`config.mk`:
```
export PLATFORM = sky130hd
export DESIGN_NAME = open_list_req_ctrl_flat
export DESIGN_NICKNAME = d
export VERILOG_FILES = /design/src/rtl/open_list_req_ctrl_if.sv /design/src/rtl/open_list_req_ctrl.sv /design/src/flat_wrapper.sv
export SDC_FILE = /design/constraint.sdc
export NUM_CORES = 1
export LEC_CHECK = 0
export CORE_ASPECT_RATIO = 0.75
export CORE_MARGIN = 5
export CORE_UTILIZATION = 45
export DETAILED_ROUTE_END_ITERATION = 10
export PLACE_DENSITY = 0.91
export SLEW_MARGIN = 15
export SYNTH_ARGS = -nofsm -noshare
export SYNTH_HDL_FRONTEND = slang
export SYNTH_SLANG_ARGS = --single-unit
```
`constraint.sdc`:
```
create_clock -name CLK -period 6.05 [get_ports CLK]
set_clock_uncertainty 0.05 [all_clocks]
set_input_delay 1.21 -clock CLK [delete_from_list [all_inputs] [get_ports CLK]]
set_output_delay 1.21 -clock CLK [all_outputs]
set_load 0.005 [all_outputs]
```
`src/rtl/open_list_req_ctrl_if.sv`:
```
// Request/response and queue-strobe bundle for the open-list request front-end.
// Combinational only; carries enq/deq/rsp valid-ready plus queue strobes and flags.
// Backpressure is expressed through the ready/valid pairs carried here.
interface open_list_req_ctrl_if #(
    parameter int DATA_WIDTH = 32,
    parameter int CW         = 13
);
    logic                  i_enq_valid;
    logic [DATA_WIDTH-1:0] i_enq_f;
    logic                  o_enq_ready;
    logic                  i_deq_valid;
    logic                  o_deq_ready;
    logic                  o_rsp_valid;
    logic [DATA_WIDTH-1:0] o_rsp_f;
    logic                  i_rsp_ready;
    logic                  o_q_wrt;
    logic                  o_q_read;
    logic [DATA_WIDTH-1:0] o_q_node_f;
    logic                  i_q_full;
    logic                  i_q_empty;
    logic [DATA_WIDTH-1:0] i_q_head_f;
    logic [CW-1:0]         o_count;
    logic                  o_busy;

    modport slave (
        input  i_enq_valid, i_enq_f, i_deq_valid, i_rsp_ready,
               i_q_full, i_q_empty, i_q_head_f,
        output o_enq_ready, o_deq_ready, o_rsp_valid, o_rsp_f,
               o_q_wrt, o_q_read, o_q_node_f, o_count, o_busy
    );

    modport master (
        output i_enq_valid, i_enq_f, i_deq_valid, i_rsp_ready,
               i_q_full, i_q_empty, i_q_head_f,
        input  o_enq_ready, o_deq_ready, o_rsp_valid, o_rsp_f,
               o_q_wrt, o_q_read, o_q_node_f, o_count, o_busy
    );
endinterface

```
`src/rtl/open_list_req_ctrl.sv`:
```
// Merges enqueue and dequeue streams into min-queue strobes and returns popped heads.
// Latency: strobes and response one cycle after handshake; SETTLE_CYCLES+1 between queue ops.
// Backpressure: readies drop while settling, when full/empty, or when the response slot is occupied.
module open_list_req_ctrl #(
    parameter int QUEUE_SIZE    = 2048,
    parameter int DATA_WIDTH    = 32,
    parameter int SETTLE_CYCLES = 2,
    parameter int CW            = $clog2(2*QUEUE_SIZE+1)
) (
    input  logic               CLK,
    input  logic               RST,
    open_list_req_ctrl_if.slave bus
);
    localparam int         CAP       = 2*QUEUE_SIZE;
    localparam logic [3:0] SETTLE_LD = 4'(SETTLE_CYCLES);

    typedef enum logic [0:0] {ST_IDLE, ST_SETTLE} state_t;

    state_t                state;
    logic [3:0]            settle_cnt;
    logic [CW-1:0]         count_q;
    logic                  rsp_valid_q;
    logic [DATA_WIDTH-1:0] rsp_f_q;
    logic                  wrt_q;
    logic                  read_q;
    logic [DATA_WIDTH-1:0] node_f_q;

    logic is_open, rsp_free, enq_rdy, deq_rdy, enq_hs, deq_hs;
    logic do_push, do_pop, do_replace, do_bypass;

    // The enq side may still take a push while the response slot is blocked;
    // with both requests present and the slot free the pair is served together.
    always_comb begin
        is_open    = !RST && (state == ST_IDLE);
        rsp_free   = !rsp_valid_q || bus.i_rsp_ready;
        enq_rdy    = is_open && (!bus.i_q_full || (bus.i_deq_valid && rsp_free));
        deq_rdy    = is_open && rsp_free && (!bus.i_q_empty || bus.i_enq_valid);
        enq_hs     = bus.i_enq_valid && enq_rdy;
        deq_hs     = bus.i_deq_valid && deq_rdy;
        do_replace = enq_hs && deq_hs && !bus.i_q_empty;
        do_bypass  = enq_hs && deq_hs && bus.i_q_empty;
        do_pop     = deq_hs && !enq_hs;
        do_push    = enq_hs && !deq_hs;
    end

    always_ff @(posedge CLK or posedge RST) begin
        if (RST) begin
            state       <= ST_IDLE;
            settle_cnt  <= '0;
            count_q     <= '0;
            rsp_valid_q <= 1'b0;
            rsp_f_q     <= '0;
            wrt_q       <= 1'b0;
            read_q      <= 1'b0;
            node_f_q    <= '0;
        end else begin
            wrt_q  <= do_push || do_replace;
            read_q <= do_pop || do_replace;
            if (do_push || do_replace)
                node_f_q <= bus.i_enq_f;

            case (state)
                ST_IDLE: begin
                    if (do_push || do_pop || do_replace) begin
                        settle_cnt <= SETTLE_LD;
                        state      <= ST_SETTLE;
                    end
                end
                ST_SETTLE: begin
                    if (settle_cnt <= 4'd1) begin
                        settle_cnt <= '0;
                        state      <= ST_IDLE;
                    end else begin
                        settle_cnt <= settle_cnt - 4'd1;
                    end
                end
                default: begin
                    settle_cnt <= '0;
                    state      <= ST_IDLE;
                end
            endcase

            // Bypass answers from the enqueue data since the queue has nothing to offer.
            if (do_pop || do_replace) begin
                rsp_valid_q <= 1'b1;
                rsp_f_q     <= bus.i_q_head_f;
            end else if (do_bypass) begin
                rsp_valid_q <= 1'b1;
                rsp_f_q     <= bus.i_enq_f;
            end else if (bus.i_rsp_ready) begin
                rsp_valid_q <= 1'b0;
            end

            if (do_push && (count_q < CW'(CAP)))
                count_q <= count_q + CW'(1);
            else if (do_pop && (count_q != '0))
                count_q <= count_q - CW'(1);
        end
    end

    assign bus.o_enq_ready = enq_rdy;
    assign bus.o_deq_ready = deq_rdy;
    assign bus.o_rsp_valid = rsp_valid_q;
    assign bus.o_rsp_f     = rsp_f_q;
    assign bus.o_q_wrt     = wrt_q;
    assign bus.o_q_read    = read_q;
    assign bus.o_q_node_f  = node_f_q;
    assign bus.o_count     = count_q;
    assign bus.o_busy      = (settle_cnt != '0) || rsp_valid_q;
endmodule

```
`src/flat_wrapper.sv`:
```
// flat-port wrapper written by rule: the top's interface ports become plain ports
module open_list_req_ctrl_flat 
#(
    parameter int QUEUE_SIZE    = 2048,
    parameter int DATA_WIDTH    = 32,
    parameter int SETTLE_CYCLES = 2,
    parameter int CW            = $clog2(2*QUEUE_SIZE+1)
)
  (CLK, RST, bus_i_enq_valid, bus_i_enq_f, bus_i_deq_valid, bus_i_rsp_ready, bus_i_q_full, bus_i_q_empty, bus_i_q_head_f, bus_o_enq_ready, bus_o_deq_ready, bus_o_rsp_valid, bus_o_rsp_f, bus_o_q_wrt, bus_o_q_read, bus_o_q_node_f, bus_o_count, bus_o_busy);
  open_list_req_ctrl_if #(.DATA_WIDTH(DATA_WIDTH), .CW(CW)) bus_i ();
  input  logic CLK;
  input  logic RST;
  input wire logic [$bits(bus_i.i_enq_valid)-1:0] bus_i_enq_valid;
  input wire logic [$bits(bus_i.i_enq_f)-1:0] bus_i_enq_f;
  input wire logic [$bits(bus_i.i_deq_valid)-1:0] bus_i_deq_valid;
  input wire logic [$bits(bus_i.i_rsp_ready)-1:0] bus_i_rsp_ready;
  input wire logic [$bits(bus_i.i_q_full)-1:0] bus_i_q_full;
  input wire logic [$bits(bus_i.i_q_empty)-1:0] bus_i_q_empty;
  input wire logic [$bits(bus_i.i_q_head_f)-1:0] bus_i_q_head_f;
  output wire logic [$bits(bus_i.o_enq_ready)-1:0] bus_o_enq_ready;
  output wire logic [$bits(bus_i.o_deq_ready)-1:0] bus_o_deq_ready;
  output wire logic [$bits(bus_i.o_rsp_valid)-1:0] bus_o_rsp_valid;
  output wire logic [$bits(bus_i.o_rsp_f)-1:0] bus_o_rsp_f;
  output wire logic [$bits(bus_i.o_q_wrt)-1:0] bus_o_q_wrt;
  output wire logic [$bits(bus_i.o_q_read)-1:0] bus_o_q_read;
  output wire logic [$bits(bus_i.o_q_node_f)-1:0] bus_o_q_node_f;
  output wire logic [$bits(bus_i.o_count)-1:0] bus_o_count;
  output wire logic [$bits(bus_i.o_busy)-1:0] bus_o_busy;
  assign bus_i.i_enq_valid = bus_i_enq_valid;
  assign bus_i.i_enq_f = bus_i_enq_f;
  assign bus_i.i_deq_valid = bus_i_deq_valid;
  assign bus_i.i_rsp_ready = bus_i_rsp_ready;
  assign bus_i.i_q_full = bus_i_q_full;
  assign bus_i.i_q_empty = bus_i_q_empty;
  assign bus_i.i_q_head_f = bus_i_q_head_f;
  assign bus_o_enq_ready = bus_i.o_enq_ready;
  assign bus_o_deq_ready = bus_i.o_deq_ready;
  assign bus_o_rsp_valid = bus_i.o_rsp_valid;
  assign bus_o_rsp_f = bus_i.o_rsp_f;
  assign bus_o_q_wrt = bus_i.o_q_wrt;
  assign bus_o_q_read = bus_i.o_q_read;
  assign bus_o_q_node_f = bus_i.o_q_node_f;
  assign bus_o_count = bus_i.o_count;
  assign bus_o_busy = bus_i.o_busy;
  open_list_req_ctrl #(.QUEUE_SIZE(QUEUE_SIZE), .DATA_WIDTH(DATA_WIDTH), .SETTLE_CYCLES(SETTLE_CYCLES), .CW(CW)) u_core (.CLK(CLK), .RST(RST), .bus(bus_i));
endmodule
```
==> results summary <==
The area growth from synthesis to layout is 44.4%. The vias per cell came out at 5.78. Clock latency on the worst-skew pair, taken at its later pin, is 0.32 ns. After detailed routing, the total wire length is ~13000 um. STA classifies the critical path endpoint as a flop. Once the clock tree was built, the setup fixing pass inserted 0 buffers. The cell depth of the worst hold path came out at 2. The kind of cell with the highest combined delay on the critical path is compound AO/OA/AOI/OAI gates.

The number of antenna violations at the first check in global routing is 0. The run finished with clean final reports. The overall via count from detail_route is 3873. The detailed-router iteration count before antenna repair is 4. The placement-stage worst setup slack came out at 1.20 ns. The count of boundary I/O pins is 154. The shortest period the worst path allows came out at 4.65 ns. The final-layout setup total negative slack came out at 0 ns.

After floorplanning, the core was sized to cover 9120 um^2. The area enclosed by the die boundary came out at 11500 um^2. The yosys synthesis warning count came out at 0. The leakage power figure is 2.52 nW. The dominant register cell in the synthesized netlist is dfrtp_1. The post-synthesis instance area came out at around 4200 um^2. By area the synthesized netlist is led by dfrtp_1 50%, o22ai_1 9.8%, ha_1 5.0%, a21oi_1 5.0%, mux2_2 4.8%. The count of input and output buffers is ~150.

The number of cells in the design after placement came out at 654. The number of buffers and inverters on the critical path is 3. The layout net count came out at 626. By count the netlist is led by 85 x dfrtp_1, 66 x o22ai_1, 42 x a21oi_1. At the pin with the least slew margin, the transition time is approximately 1.2 ns. The maximum clock frequency is 0.215 GHz.

Setup repair after global routing left no endpoint under its margin. Setup violations remaining at the end of the flow were counted as 0. Summing internal, switching and leakage power gives roughly 3 mW. The critical path depth is 15. Clock-pin slew was measured on the worst setup and hold paths at 0.06 ns. TritonCTS built the clock tree. Data arrives at the worst endpoint at 4.79 ns.

The total power divided by cell area is 492 nW/um^2. The CTS H-tree depth is 3. For this run, asynchronously set or reset flops after synthesis account for 1.00. The number of register bits inferred by synthesis came out at 85. Of the available clock period, the critical path in the final layout requires 0.768. The detailed-route DRC error count is 0.

The average wire per standard cell came out at 19.5 um. The maximum cell stage delay along the critical path is 0.47 ns. The number of sinks on the clock net came out at 85. In this run, post-CTS repair resized a total of 0 instances. The starting density of the core is 0.464. The average instance in the mapped netlist occupies 10.6 um^2. The hold violation count in the final report is 0. The number of flops mapped to enable cells by yosys came out at 0. The number of maximum-capacitance violations came out at 0. The tightest min-delay check is of the flop to flop type. The worst setup path is launched from an input pin. The critical path start-end classification is input pin to flop. The post-layout instance count excluding filler cells is 670. After routing the design area is just over 6000 um^2.

The sequential element share of the synthesized area is 0.503. Measured on the finished design, the core utilization comes to 0.669. The die is roughly 120 um wide. The dominant cell type by area after synthesis is dfrtp_1. The die is approximately 94 um tall. The via count of the first global-routing pass is 4098.

Yosys instantiated no cell more often than dfrtp_1. The logic depth of the worst register-to-register path is 13. The congestion estimate from routability-driven global placement came to 0.909. The tree is rooted in a clkbuf_16. Hold is met by 0.424 ns. The portion of synthesized cell area occupied by the leading cell type is 0.503. The placement row count came out at 30. The worst-case clock buffer depth came out at 2. The global-route wire length before repair came out at around 21000 um. The proportion of layout cells with a drive suffix above 1 came out at 0.0996. In this run, the number of DRC markers left after iteration 0 of detailed routing was around 270. The worst-case IR drop observed on VDD is ~0.22 mV.

The number of unique standard cell types used by synthesis came out at 51. The largest net degree at the start of global routing came out at 46. The global routing usage summed across all routing layers came out at 0.231. The number of buffers inserted for hold repair after clock tree synthesis is 0.

The total count of max-transition violations in the final report is 0. The standard cell with the maximum stage delay on the critical path is ha_1. The number of nets in the synthesized netlist came out at 486.

Detailed placement finished with a half-perimeter wire length of ~9300 um. Of all nets on the critical path, the largest fanout is 11. The post-route antenna net violation count is 0. The max-slew headroom at the worst pin came out at 0.213. The remaining global-route overflow came out at 0. The cell count after synthesis is 397.

Setup slack closes at 1.40 ns. In this run, CTS created clock tree buffers numbering 9. The post-placement cell area came out at between 5000 and 6000 um^2.

Traced cell by cell, the critical path runs through clkdlybuf4s50_1, nand2b_1, nand2_1, a21boi_0, nand2_1, inv_1, ha_1, nor2b_1, inv_1, ha_1, o211ai_1, a21oi_1, o2111ai_1, a311oi_1, nor3_1. The required time of the critical path is around 6.2 ns. The diode insertion count for antenna repair is 0.
## worst register-to-register path, stage by stage (launching register included)
cell and delay [ns]:
dfrtp_1 0.48, nor2_1 0.17, a21boi_0 0.29, nand2_1 0.16, inv_1 0.13, ha_1 0.26, nor2b_1 0.30, inv_1 0.27
ha_1 0.47, o211ai_1 0.12, a21oi_1 0.33, o2111ai_1 0.21, a311oi_1 0.31, nor3_1 0.10
## cell families (layout without fill, tap and decap cells)
logic type,count (synthesis),in the layout,synth area share
AO/OA/AOI/OAI,142,142,0.206
XOR/XNOR,7,7,0.0145
adder cells (fa/ha/maj),18,18,0.0550
buffers and inverters,42,187,0.0453
flip-flops,85,85,0.503
multiplexers,32,32,0.0849
AND/OR/NAND/NOR,71,71,0.0912
## layer usage
layer,global-route usage,vias to the layer above,part of all wire
met1,0.292,1863,0.41
met3,0.0813,27,0.099
met2,0.372,218,0.47
met4,0.0728,0,0.019
li1,-,1765,-
met5,0,-,0
## cell usage in the layout, fill, tap and decap left out, drive strengths merged, types with 6 or more instances in the layout
cell type and instances:
a21oi 47, clkbuf 12, clkdlybuf4s50 153, dfrtp 85
ha 17, inv 15, mux2 31, nand2 20
nand2b 6, nor2 17, nor3 6, o21ai 10
o22ai 66
## state kept, by name, summed over array words and instances, names as in the netlist
signal                  cells
u_core.settle_cnt           4
u_core.bus.o_rsp_f         32
u_core.bus.o_q_node_f      32
u_core.state                1
u_core.bus.o_q_wrt          1
u_core.bus.o_count         13
u_core.bus.o_q_read         1
u_core.bus.o_rsp_valid      1
## power breakdown
part	total [mW]	internal, mW	switching (mW)
clock	0.527	0.303	0.225
sequential	1.04	0.841	0.198
combinational	1.44	0.821	0.617
## area by class of cell
type / instances / area (um^2)
repair buffers: 156 / 1550
clock buffers: 12 / 256
clock inverters: 4 / 31.3
fillers: 692 / 3020
multi-input cells: 270 / 1920
inverters: 15 / 57.6
flip-flops and latches: 85 / 2130
well taps: 128 / 160
## final timing paths
kind	startpoint	to	slack, ns
max in group asynchronous	RST	u_core.bus.o_rsp_f[26]	3.60
worst max-delay path	bus_i_rsp_ready	u_core.bus.o_count[10]	1.40
worst min register to register	u_core.bus.o_q_node_f[30]	u_core.bus.o_q_node_f[30]	0.42
worst min-delay path	u_core.bus.o_q_node_f[30]	u_core.bus.o_q_node_f[30]	0.42
min in group asynchronous	RST	u_core.bus.o_count[8]	1.29
worst max register to register	u_core.state	u_core.bus.o_count[10]	2.28
(Power assumes the default switching activity.)
==> RTL edit: new RTL, config.mk and constraints unchanged <==
`DATA_WIDTH` is set to 32 in 3 places; all go to 36.
--- a/src/rtl/open_list_req_ctrl_if.sv
+++ b/src/rtl/open_list_req_ctrl_if.sv
@@ -2,7 +2,7 @@
 // Combinational only; carries enq/deq/rsp valid-ready plus queue strobes and flags.
 // Backpressure is expressed through the ready/valid pairs carried here.
 interface open_list_req_ctrl_if #(
-    parameter int DATA_WIDTH = 32,
+    parameter int DATA_WIDTH = 36,
     parameter int CW         = 13
 );
     logic                  i_enq_valid;
--- a/src/rtl/open_list_req_ctrl.sv
+++ b/src/rtl/open_list_req_ctrl.sv
@@ -3,7 +3,7 @@
 // Backpressure: readies drop while settling, when full/empty, or when the response slot is occupied.
 module open_list_req_ctrl #(
     parameter int QUEUE_SIZE    = 2048,
-    parameter int DATA_WIDTH    = 32,
+    parameter int DATA_WIDTH    = 36,
     parameter int SETTLE_CYCLES = 2,
     parameter int CW            = $clog2(2*QUEUE_SIZE+1)
 ) (
--- a/src/flat_wrapper.sv
+++ b/src/flat_wrapper.sv
@@ -2,7 +2,7 @@
 module open_list_req_ctrl_flat 
 #(
     parameter int QUEUE_SIZE    = 2048,
-    parameter int DATA_WIDTH    = 32,
+    parameter int DATA_WIDTH    = 36,
     parameter int SETTLE_CYCLES = 2,
     parameter int CW            = $clog2(2*QUEUE_SIZE+1)
 )
Ports: changed (resized bus_i_enq_f, bus_i_q_head_f, bus_o_q_node_f and bus_o_rsp_f); port bits go from 154 to 170. The function was not compared with the original's and may differ.
==> RTL edit against the original RTL <==
- final area up 7.8%
- sequential cell count grew 8
- critical path depth unchanged
- hold slack improved by 0.034 ns
- synthesized cell count increased by 7.8%
- die area rose by 6.2%
- core utilization increased by 0.67 points
- critical endpoint is now u_core.bus.o_count[7]$_DFFE_PP0P_
- wire length increased by 9.0%
- final cell count up 7.6%
- largest cell class unchanged
- worst setup slack better by 0.39 ns
- total power increased by 12%
- synthesized area up 6.8%
==> RTL edit: results (changes against the original RTL) <==
Placed design
  – Placer Congestion: 0.842 (was 0.909)
  – Area after DPL: 0.00627 mm2 (was 0.00582 mm2)
  – Setup WS pre-CTS: 1.45 ns (was 1.20 ns)
  – Post-Place Cells: 705 (was 654)
  – Hpwl dp: 10200 um (was 9270 um)

Routing
  – Final wirelength: 14200 um (was 13000 um)
  – Vias: 4176 (was 3873)
  – DRT iter0 DRCs: 426 (was 269)
  – DRT Pass-1 Iters: 5 (was 4)

Final layout
  – Signal buffers: 173 (was 156)
  – Final sequential cell count: 93 (was 85)
  – Multi-input gate area: 0.00200 mm2 (was 0.00192 mm2)
  – Fin nets: 681 (was 626)
  – Count of clock buffers in the final design: 10 (was 12)
  – Multi-input gates: 292 (was 270)
  – Area Overhead vs Synth: 45.7% (was 44.4%)
  – Final std cells w/o fill: 721 (was 670)

Synth
  – Cell Area, Synth: 0.00452 mm2 (was 0.00423 mm2)
  – Synth cell count leaders: dfrtp_1 (93), o22ai_1 (66), a21oi_1 (45), mux2_2 (36), nand2_1 (30) (was dfrtp_1 (85), o22ai_1 (66), a21oi_1 (42), nand2_1 (20), mux2_2 (18))
  – XOR/XNOR Fraction of Synth Area: 1.94% (was 1.45%)
  – Synth Area in Compound Gates: 21.0% (was 20.6%)
  – Top post-synthesis cells by area: dfrtp_1 (52%), o22ai_1 (9.1%), mux2_2 (9.0%), a21oi_1 (5.0%), ha_1 (4.7%) (was dfrtp_1 (50%), o22ai_1 (9.8%), ha_1 (5.0%), a21oi_1 (5.0%), mux2_2 (4.8%))
  – Fraction of synthesized area in multiplexers: 9.20% (was 8.49%)
  – Distinct cells, synth: 40 (was 51)
  – Post-synthesis adder-cell area fraction: 5.15% (was 5.50%)
  – Seq/Total Area, Yosys: 51.5% (was 50.3%)
  – Mapped Nets: 525 (was 486)
  – Post-Syn Instances: 428 (was 397)

Timing
  – Hold WS: 0.457 ns (was 0.424 ns)
  – Max Clk Rate: 235 MHz (was 215 MHz)

Power and ir drop
  – Total Power: 3.35 mW (was 3.00 mW)
  – P_leak: 2.74 nW (was 2.52 nW)
  – Worst vdd ir: 0.257 mV (was 0.225 mV)

Worst setup path
  – Slowest stage cell, crit path: clkdlybuf4s50_1 (was ha_1)
  – CP arrival: 4.40 ns (was 4.79 ns)
  – R2R Setup Slk: 2.72 ns (was 2.28 ns)
  – Critical-path maximum fanout: 12 (was 11)

Run status
  – Status: finished clean (unchanged)

Global route
  – Largest net degree at the start of global routing: 50 (was 46)
  – Global-route wire length before repair: 22900 um (was 21100 um)
  – GRT met3 Usage: 6.17% (was 8.13%)
  – Met2 usage: 40.5% (was 37.2%)

Clock tree
  – Clk_lat worst skew: 0.34 ns (was 0.32 ns)
## RTL edit: changes by cell type in the layout (fill, tap and decap cells not counted), sizes merged, moves of 5 or more
cell / unedited run / this run
o21ai: 10 / 27
mux2: 31 / 36
clkdlybuf4s50: 153 / 169
a211oi: 1 / 6
nand2: 20 / 30
xnor2: 2 / 8
dfrtp: 85 / 93
## RTL edit: path summary, 6_finish.rpt
kind                                                             end  cells past startpoint
max in group asynchronous           u_core.settle_cnt[3]$_DFFE_PP0P_                      3
worst max-delay path               u_core.bus.o_count[7]$_DFFE_PP0P_                     15
worst max register to register    u_core.bus.o_rsp_f[19]$_DFFE_PP0P_                     11
worst min register to register  u_core.bus.o_q_node_f[0]$_DFFE_PP0P_                      1
worst min-delay path            u_core.bus.o_q_node_f[0]$_DFFE_PP0P_                      1
min in group asynchronous         u_core.bus.o_count[11]$_DFFE_PP0P_                      2
## RTL edit: per-layer routing
metal  vias up  wire [um]
met5         -          0
met4         0        631
met3        45       1030
met2       229       7320
met1      2013       5240
li1       1889          -
